==> src/rtl/seg7_scan_driver_pkg.sv <==
// Shared types and constants for the multiplexed seven-segment scan driver:
// scan FSM state encoding, the hex-to-segment table and a width helper.
package seg7_scan_driver_pkg;

    // Scan FSM: each digit slot opens with a dark blanking interval, then shows.
    typedef enum logic {
        ST_BLANK = 1'b0,
        ST_SHOW  = 1'b1
    } scan_state_e;

    // Active-high segment patterns, bit order {g,f,e,d,c,b,a}.
    localparam logic [6:0] HEX_SEG [16] = '{
        7'b0111111,  // 0
        7'b0000110,  // 1
        7'b1011011,  // 2
        7'b1001111,  // 3
        7'b1100110,  // 4
        7'b1101101,  // 5
        7'b1111101,  // 6
        7'b0000111,  // 7
        7'b1111111,  // 8
        7'b1101111,  // 9
        7'b1110111,  // A
        7'b1111100,  // b
        7'b0111001,  // C
        7'b1011110,  // d
        7'b1111001,  // E
        7'b1110001   // F
    };

    // Counter width able to hold 0..n-1, never narrower than one bit.
    function automatic int width_for(input int n);
        return (n > 1) ? $clog2(n) : 1;
    endfunction

endpackage

==> src/rtl/seg7_scan_driver_hex_decode.sv <==
// Combinational hex nibble to active-high seven-segment pattern lookup.
module seg7_scan_driver_hex_decode
    import seg7_scan_driver_pkg::*;
(
    input  logic [3:0] i_nibble,
    output logic [6:0] o_seg
);

    // Pure table lookup; polarity is applied by the caller.
    always_comb begin
        o_seg = HEX_SEG[i_nibble];
    end

endmodule

==> src/rtl/seg7_scan_driver.sv <==
// Multiplexed seven-segment display driver. Scans NDIGITS digits, one slot of
// PRESCALE clocks per digit, with a BLANK-clock dark interval at the start of
// each slot so no two digits are ever driven in adjacent clocks. Brightness is
// set by comparing a free-running PWM counter against brightness_i. Display
// data is staged on load_i and copied to the shadow only at a frame boundary,
// so a frame never shows a mix of old and new digits.
module seg7_scan_driver
    import seg7_scan_driver_pkg::*;
#(
    parameter int NDIGITS    = 2,
    parameter int PRESCALE   = 1024,
    parameter int BLANK      = 16,
    parameter int BW         = 4,
    parameter bit DIG_ACT_LO = 1'b1,
    parameter bit SEG_ACT_LO = 1'b0
) (
    input  logic                   wb_clk_i,
    input  logic                   wb_rst_i,
    input  logic [4*NDIGITS-1:0]   digits_i,
    input  logic [NDIGITS-1:0]     dp_i,
    input  logic                   load_i,
    input  logic [BW-1:0]          brightness_i,
    output logic [6:0]             seg_o,
    output logic                   dp_o,
    output logic [NDIGITS-1:0]     dig_o,
    output logic                   frame_o
);

    localparam int TW = width_for(PRESCALE);
    localparam int IW = width_for(NDIGITS);

    localparam logic [TW-1:0]      TIMER_LAST = TW'(PRESCALE - 1);
    localparam logic [TW-1:0]      BLANK_LAST = TW'(BLANK - 1);
    localparam logic [IW-1:0]      IDX_LAST   = IW'(NDIGITS - 1);

    // Inactive levels; XOR with these turns an active-high pattern into the
    // pin polarity.
    localparam logic [NDIGITS-1:0] DIG_OFF = DIG_ACT_LO ? {NDIGITS{1'b1}} : {NDIGITS{1'b0}};
    localparam logic [6:0]         SEG_OFF = SEG_ACT_LO ? 7'h7F : 7'h00;
    localparam logic               DP_OFF  = SEG_ACT_LO;

    // Scan state
    logic [TW-1:0]        r_timer;
    logic [IW-1:0]        r_idx;
    scan_state_e          r_state;
    logic [TW-1:0]        w_timer_next;
    logic [IW-1:0]        w_idx_next;
    scan_state_e          w_state_next;
    logic                 w_slot_end;
    logic                 w_frame_start;

    // PWM
    logic [BW-1:0]        r_pwm;
    logic                 w_lit;

    // Display data: staged (written by load_i) and shadow (being displayed)
    logic [4*NDIGITS-1:0] r_staged_digits;
    logic [NDIGITS-1:0]   r_staged_dp;
    logic                 r_pending;
    logic [4*NDIGITS-1:0] r_shadow_digits;
    logic [NDIGITS-1:0]   r_shadow_dp;

    // Output path
    logic [3:0]           w_nibble;
    logic [6:0]           w_seg_raw;
    logic [NDIGITS-1:0]   w_dig_onehot;
    logic                 r_frame;
    logic [6:0]           r_seg;
    logic                 r_dp;
    logic [NDIGITS-1:0]   r_dig;

    assign w_slot_end    = (r_timer == TIMER_LAST);
    assign w_frame_start = w_slot_end && (r_idx == IDX_LAST);

    // State register: slot timer, digit index and BLANK/SHOW phase.
    // NOTE: sequential state is written only with non-blocking assignments so every
    // register samples the pre-edge values of the others, regardless of block order.
    always_ff @(posedge wb_clk_i or posedge wb_rst_i) begin
        if (wb_rst_i) begin
            r_timer <= '0;
            r_idx   <= '0;
            r_state <= ST_BLANK;
        end else begin
            r_timer <= w_timer_next;
            r_idx   <= w_idx_next;
            r_state <= w_state_next;
        end
    end

    // Next-state logic: advance the timer, step the digit at slot end, and
    // enter SHOW once the blanking interval has elapsed.
    // NOTE: every signal assigned here gets a default first, so no path can leave
    // one unassigned and infer a latch.
    always_comb begin
        w_timer_next = r_timer + 1'b1;
        w_idx_next   = r_idx;
        w_state_next = ST_BLANK;
        if (w_slot_end) begin
            w_timer_next = '0;
            w_idx_next   = (r_idx == IDX_LAST) ? '0 : r_idx + 1'b1;
            w_state_next = ST_BLANK;
        end else if (r_timer >= BLANK_LAST) begin
            w_state_next = ST_SHOW;
        end
    end

    // Free-running PWM counter; compared against brightness_i every clock.
    always_ff @(posedge wb_clk_i or posedge wb_rst_i) begin
        if (wb_rst_i) begin
            r_pwm <= '0;
        end else begin
            r_pwm <= r_pwm + 1'b1;
        end
    end

    // Segments light only in SHOW and only during the PWM on-time; all-ones
    // brightness means permanently on rather than one dark step per period.
    assign w_lit = (r_state == ST_SHOW) && ((&brightness_i) || (r_pwm < brightness_i));

    // Double buffer: load_i stages data; the shadow takes it at frame start.
    // A load landing exactly on the frame-start edge goes straight to the
    // shadow so it is shown in the frame that is just beginning.
    // NOTE: staged and shadow are small register banks, not RAM, and are cleared
    // on reset so the first frame after reset shows a defined value (all zero).
    always_ff @(posedge wb_clk_i or posedge wb_rst_i) begin
        if (wb_rst_i) begin
            r_staged_digits <= '0;
            r_staged_dp     <= '0;
            r_pending       <= 1'b0;
            r_shadow_digits <= '0;
            r_shadow_dp     <= '0;
        end else if (w_frame_start && load_i) begin
            r_shadow_digits <= digits_i;
            r_shadow_dp     <= dp_i;
            r_pending       <= 1'b0;
        end else begin
            if (w_frame_start && r_pending) begin
                r_shadow_digits <= r_staged_digits;
                r_shadow_dp     <= r_staged_dp;
                r_pending       <= 1'b0;
            end
            if (load_i) begin
                r_staged_digits <= digits_i;
                r_staged_dp     <= dp_i;
                r_pending       <= 1'b1;
            end
        end
    end

    // Select the current digit's nibble and build its one-hot select.
    assign w_nibble     = r_shadow_digits[{r_idx, 2'b00} +: 4];
    assign w_dig_onehot = NDIGITS'(1) << r_idx;

    seg7_scan_driver_hex_decode u_hex_decode (
        .i_nibble (w_nibble),
        .o_seg    (w_seg_raw)
    );

    // Registered outputs, one clock behind the scan state; reset drives every
    // pin to its inactive level immediately.
    always_ff @(posedge wb_clk_i or posedge wb_rst_i) begin
        if (wb_rst_i) begin
            r_frame <= 1'b0;
            r_seg   <= SEG_OFF;
            r_dp    <= DP_OFF;
            r_dig   <= DIG_OFF;
        end else begin
            r_frame <= w_frame_start;
            r_seg   <= w_lit ? (w_seg_raw ^ SEG_OFF) : SEG_OFF;
            r_dp    <= w_lit ? (r_shadow_dp[r_idx] ^ DP_OFF) : DP_OFF;
            r_dig   <= w_lit ? (w_dig_onehot ^ DIG_OFF) : DIG_OFF;
        end
    end

    assign seg_o   = r_seg;
    assign dp_o    = r_dp;
    assign dig_o   = r_dig;
    assign frame_o = r_frame;

endmodule

==> config.mk <==
export PLATFORM = sky130hd
export DESIGN_NAME = seg7_scan_driver
export DESIGN_NICKNAME = d
export VERILOG_FILES = /design/src/rtl/seg7_scan_driver_pkg.sv /design/src/rtl/seg7_scan_driver_hex_decode.sv /design/src/rtl/seg7_scan_driver.sv
export SDC_FILE = /design/constraint.sdc
export NUM_CORES = 1
export LEC_CHECK = 0
export ABC_CLOCK_PERIOD_IN_PS = 5130
export CORE_ASPECT_RATIO = 1.75
export CORE_MARGIN = 2
export CORE_UTILIZATION = 40
export DETAILED_ROUTE_END_ITERATION = 12
export SETUP_SLACK_MARGIN = 0.2
export SLEW_MARGIN = 5
export SYNTH_ARGS = -nofsm -noshare
export SYNTH_HDL_FRONTEND = slang
export SYNTH_HIERARCHICAL = 1
export SYNTH_SLANG_ARGS = --single-unit
export TNS_END_PERCENT = 30
==> constraint.sdc <==
create_clock -name wb_clk_i -period 5.13 [get_ports wb_clk_i]
set_input_delay 1.026 -clock wb_clk_i [delete_from_list [all_inputs] [get_ports wb_clk_i]]
set_output_delay 1.026 -clock wb_clk_i [all_outputs]
set_load 0.02 [all_outputs]
# Word-level counts from Yosys, hierarchy flattened
# Memories as Yosys holds them, arrays and structs flattened.
# Cells that the tools add are included.
# totals
regBits	48
romBits	112
inputBits	17
output_inout_bits	11
wordCells	54
memories	1
# classes
n_addsub	3
order_cmp	4
n_eq_ne	1
shift	2
muxes	18
bitwise	3
n_reduce_logical	9
# mem_list
memory	words	width	rd	rd_clocked_by_memory_dff	write_ports	line	text
(no name shown)	16	7	1	0	0	seg7_scan_driver_hex_decode.sv:11	o_seg = HEX_SEG[i_nibble];
# ops
cell	count
7-bit 2-to-1 mux	3
8-bit 2-to-1 mux	2
10-bit by 1-bit adder with 10-bit output, second input constant	1
10-bit == test, second input constant	1
10-bit by 4-bit >= comparator with 1-bit output, second input constant	1
10-bit 2-to-1 mux	1
1-bit 2-to-1 mux	9
8-bit by 4-bit variable part select with 4-bit output	1
2-bit 2-to-1 mux	3
5-bit >= comparator, second input constant	1
4-bit inverter with 5-bit output	1
4-bit by 1-bit adder with 4-bit output, second input constant	1
1-bit logical AND	4
4-bit < comparator	1
4-bit AND reduction	1
3-bit nonzero test	1
1-bit by 2-bit < comparator with 1-bit output, second input constant	1
2-bit inverter	1
2-bit AND reduction	1
2-bit nonzero test	1
1-bit by 1-bit << shifter with 2-bit output, first input constant	1
1-bit adder, second input constant	1
1-bit logical OR	1
1-bit inverter	1

# Longest topological paths before layout
# depth
word_depth	6
ltp_mapped	9
mapped_depth_nobuf	8

# Modules after synthesis
# The synthesis kept the hierarchy.
# by_module_without_submodules
mod	instances	cells_per_inst	area_per_inst_um2	seq_area_each_um2
seg7_scan_driver	1	185	2090.8	1203.7
seg7_scan_driver_hex_decode	1	33	290.3	0.0

# Worst setup path after synthesis
# Ideal clock, no wire load.
# synth_timing
kind	register -> register
start	register r_idx
end	register r_seg[3], in the netlist seg_o[3]
setup_time_ns	0.147
arrival_time_ns	2.004
t_required_ns	4.983
setup_slack_ns	2.979
path_stages_with_launch	8
n_path_buf	1
period_less_slack_ns	2.151
path_cell_list	dfrtp_1 -> clkbuf_1 -> o21ai_0 -> inv_1 -> ha_1 -> mux4_1 -> nand2_1 -> a21oi_1
# synth_between
elab_chain_cells	6
# synth_rtl
item	line	text
start, declared	seg7_scan_driver.sv:44	logic [IW-1:0] r_idx;
start signal, assigned	seg7_scan_driver.sv:85	r_idx <= w_idx_next;
8-bit by 4-bit variable part select with 4-bit output	seg7_scan_driver.sv:151	assign w_nibble = r_shadow_digits[{r_idx, 2'b00} +: 4];
named net w_nibble[1]	seg7_scan_driver.sv:64	logic [3:0] w_nibble;
4-bit inverter with 5-bit output (implied by the code)	seg7_scan_driver_hex_decode.sv:11	
memory read 16 x 7 bit	--	
7-bit 2-to-1 mux (implied by the code) (2 in a row)	seg7_scan_driver_hex_decode.sv:11	
named net w_seg_raw[3]	seg7_scan_driver.sv:65	logic [6:0] w_seg_raw;
7-bit 2-to-1 mux	seg7_scan_driver.sv:169	r_seg <= w_lit ? (w_seg_raw ^ SEG_OFF) : SEG_OFF;
end signal, assigned	seg7_scan_driver.sv:169	
end, declared	seg7_scan_driver.sv:68	logic [6:0] r_seg;
# The timed path passes the listed nets, and every way through them passes these cells. The select of a mux whose other input is x is not followed.
# A chain may end at the register's enable or synchronous reset.

# Worst setup path after layout
# layout_timing
start	input load_i
end	register r_shadow_digits[5]
# layout_between
elab_chain_cells	2
elab_cells_between_ends	3
classes_between	1 x mux; 2 x reduce/logical
# layout_rtl
item	line	text
start, declared	seg7_scan_driver.sv:21	input logic load_i,
1-bit logical AND (*)	seg7_scan_driver.sv:132	end else if (w_frame_start && load_i) begin
8-bit 2-to-1 mux or 2-bit nonzero test (tied branches)	--	
end signal, assigned	seg7_scan_driver.sv:133	r_shadow_digits <= digits_i;
end signal, assigned	seg7_scan_driver.sv:138	r_shadow_digits <= r_staged_digits;
end, declared	seg7_scan_driver.sv:60	logic [4*NDIGITS-1:0] r_shadow_digits;
# Mark *: on every way between the ends. The rest lies on a longest branch, timed or not.

==> results.toml <==
[timing]
tightestPinTransition_ps = 965
layout_min_cycle_time_ps = 2630
hold_viol_final = 0
tns_ps = 0
rsz0062_at_grt = "false"
fmax_mhz = 381
min_period_over_period_pct = 51.2
slew_headroom_pct = 35.5
drv_slew = 0
clock_skew_ps = 9.23
setup_viol = 0

[finish]
syn_to_final_growth_pct = 18.8
n_antenna_cell = 0
multi_input_area_sq_um = 1060
final_nets = 276
fillers = 588
seq_area_sq_um = 1200
drive_above_1_share_pct = 12.5

[clock_tree]
clkSlewWorstSetupHoldPaths_ps = 90
cts_root_buf = "clkbuf_8"
ctsHtreeMaxLevel = 2
cts_resized = 0
clock_path_buffers = 2
cts_tree = "built"
cts-buffers-inserted = 5
post_cts_buffers = 0
clock_sinks = 48
insertion_delay_ps = 310
ctsHoldBuffers = 0

[run]
cap_violations = 0

[synthesis]
netlist_area_sq_um = 2380
synth_top_area_share_pct = 48.3
ys_types = 46
synth.most_common_cell = "dfrtp_1"
synth_warnings = 6
yosysTopAreaCell = "dfrtp_1"
yosys_register_bits = 48
synth_area_leaders = "dfrtp_1 (48%), ha_1 (6.3%), mux2_2 (5.7%), nand2_1 (3.2%), mux2i_1 (2.9%)"
ys_seq_area_share_pct = 50.6
synth_cells = 218
synth.cells.most_frequent = "dfrtp_1 (46), nand2_1 (20), inv_1 (17), a21oi_1 (13)"
synth_edf_count = 0
ys.flop_type = "dfrtp_1"
synthArstFlopShare_pct = 100
synth_fp_nets = 247
syn_avg_cell_area_sq_um = 10.9

[worst_setup_path]
r2r_start = "r_idx$_DFFE_PP0N_"
reg2reg_to = "seg_o[3]$_DFF_PP0_"
arrival_ps = 2840
path_class = "input port to register"
cp-end-kind = "register"
cp-start-kind = "input port"
critical_path_depth = 5
path_buf_inv = 1
rrSetupSlack_ps = 2670
path_delay_family = "simple AND/OR/NAND/NOR gates"
cp_slowest_cell = "nor4_2"
rr_worst_depth = 6
critPathRequiredTime_ps = 5340
path_cells = "clkdlybuf4s50_1 -> nand2_1 -> nor4_2 -> o22ai_1 -> o31ai_1"
critical_path.max_fanout = 10
slowest_delay_ps = 710

[global_route]
grt_pass1_vias = 1731
grt_pass1_wl_um = 7710
grt_max_degree = 49
met2_usage_pct = 26.2
grtUsageMet1_pct = 16.6
antenna_found_initial = 0
track_usage_pct = 14.5
grt.busiest_layer = "met2"
use_met3_pct = 2.65
grt_remaining_overflow = 0

[place]
portBuffers = 27
routabilityCongestion = 0.768
dp_hpwl_um = 3080

[floorplan]
die-area_sq_um = 6610
rows = 37
ios = 28
die_h_um = 106
die_w_um = 62.3
core_sq_um = 5830
initial_utilization_pct = 40.8

[worst_hold_path]
min-delay-start = "r_pwm[0]$_DFF_PP0_"
hold_class = "register to register"
hold-path-cell-count = 1
whs_endpoint = "r_pwm[0]$_DFF_PP0_"

[detailed_routing]
routed_wl_um = 4260
drtPass1Iterations = 4
avgRoutedWirePerCell_um = 13.1
num_vias = 1673
ant_nets = 0
initialDrtViolationCount = 31
drc = 0
avgViaCountPerCell = 5.13

[pwr]
p_leak_uw = 0.00125
totalPowerFinal_uw = 761
power_density_nw_per_um2 = 269
ir_worst_vdd_mv = 0.240

[status]
outcome = "complete, no violations"
[per-layer routing]
metal | routed length [um] | vias up | share of wire (%)
li1 | - | 823 | -
met1 | 1760 | 810 | 41
met2 | 2300 | 33 | 54
met3 | 122 | 7 | 2.9
met4 | 85 | 0 | 2.0
met5 | 0 | - | 0
[worst register-to-register path, delay by kind of cell, from the launching register on]
| kind | cells | cell delay [ps] |
|---|---|---|
| AO/OA/AOI/OAI | 2 | 640 |
| flip-flops | 1 | 530 |
| multiplexers | 1 | 500 |
| adder cells (fa/ha/maj) | 1 | 350 |
| buffers and inverters | 1 | 210 |
| AND/OR/NAND/NOR | 1 | 80 |
[sequential cells by signal, indices dropped and copies added, names as in the netlist, 2 cells and up]
| register | cells |
|---|---|
| r_shadow_digits | 8 |
| r_pwm | 4 |
| r_shadow_dp | 2 |
| r_staged_digits | 8 |
| dig_o | 2 |
| r_timer | 10 |
| seg_o | 7 |
| r_staged_dp | 2 |
[through the flow]
| step | std cells | util (%) | instance area, sq um | setup WS [ps] | hold slack, ps |
|---|---|---|---|---|---|
| after detailed placement | 318 | 46.6 | 2720 | 2190 | 466 |
| after global routing | 326 | 48.5 | 2830 | 2380 | 500 |
| after global placement | 318 | 46.6 | 2720 | 2280 | 462 |
| after floorplan | 218 | - | 2380 | 2960 | 434 |
| after CTS | 326 | 48.5 | 2830 | 2510 | 480 |
| final | 326 | 48.5 | 2830 | 2500 | 471 |
[layout by cell type (no fill, tap or decap), types with 3 or more instances in the layout]
cell type        synthesis  routed
a21oi_1                 13      13
xor2_1                   5       5
mux2i_1                  7       7
clkdlybuf4s50_1          0      27
mux2_2                  12      12
xnor2_1                  5       5
inv_1                   17      16
o22ai_1                 10      10
o21ai_0                  9       9
nor3_1                   3       3
dfrtp_1                 46      46
nand3_1                  4       4
ha_1                    12      12
clkbuf_8                 0       5
o31ai_1                  6       6
nand2_1                 20      20
nor2_1                   9       9
[power by group]
part	internal, uW	switching, uW	leakage (uW)
Sequential	393	5.27	0.000581
Clock	144	130	0.0000541
Combinational	45.2	43.2	0.000618
[cell type report]
class	instances	share of cell area (%)
Inverter	18	2.39
Clock buffer	5	2.43
Sequential cell	48	42.5
Timing Repair Buffer	29	10.1
Multi-Input combinational cell	145	37.6
Tap cell	78	3.45
Clock inverter	3	1.50
[logic make-up (layout without fill, tap and decap cells)]
| group | count (synthesis) | after routing | share of synthesized area [%] |
|---|---|---|---|
| AOI/OAI and AO/OA | 48 | 48 | 12.3 |
| xor gates and xnor gates | 10 | 10 | 3.68 |
| adders and majority gates | 12 | 12 | 6.31 |
| buffers and inverters | 25 | 55 | 4.78 |
| DFF | 48 | 48 | 50.6 |
| muxes | 21 | 21 | 10.4 |
| and+or+nand+nor | 54 | 54 | 12.0 |
[worst max path at each step]
stage / startpoint / endpoint / slack, ps
6_report: load_i / r_shadow_digits[5]$_DFFE_PP0P_ / 2500
5_1_grt: load_i / r_shadow_digits[6]$_DFFE_PP0P_ / 2380
4_1_cts: load_i / r_shadow_digits[5]$_DFFE_PP0P_ / 2510
3_5_place_dp: load_i / r_shadow_digits[5]$_DFFE_PP0P_ / 2190
3_3_place_gp: load_i / r_shadow_digits[4]$_DFFE_PP0P_ / 2280
2_1_floorplan: wb_rst_i / dp_o$_DFF_PP0_ / 2960
Note: power is estimated with default switching activity, not from simulation.
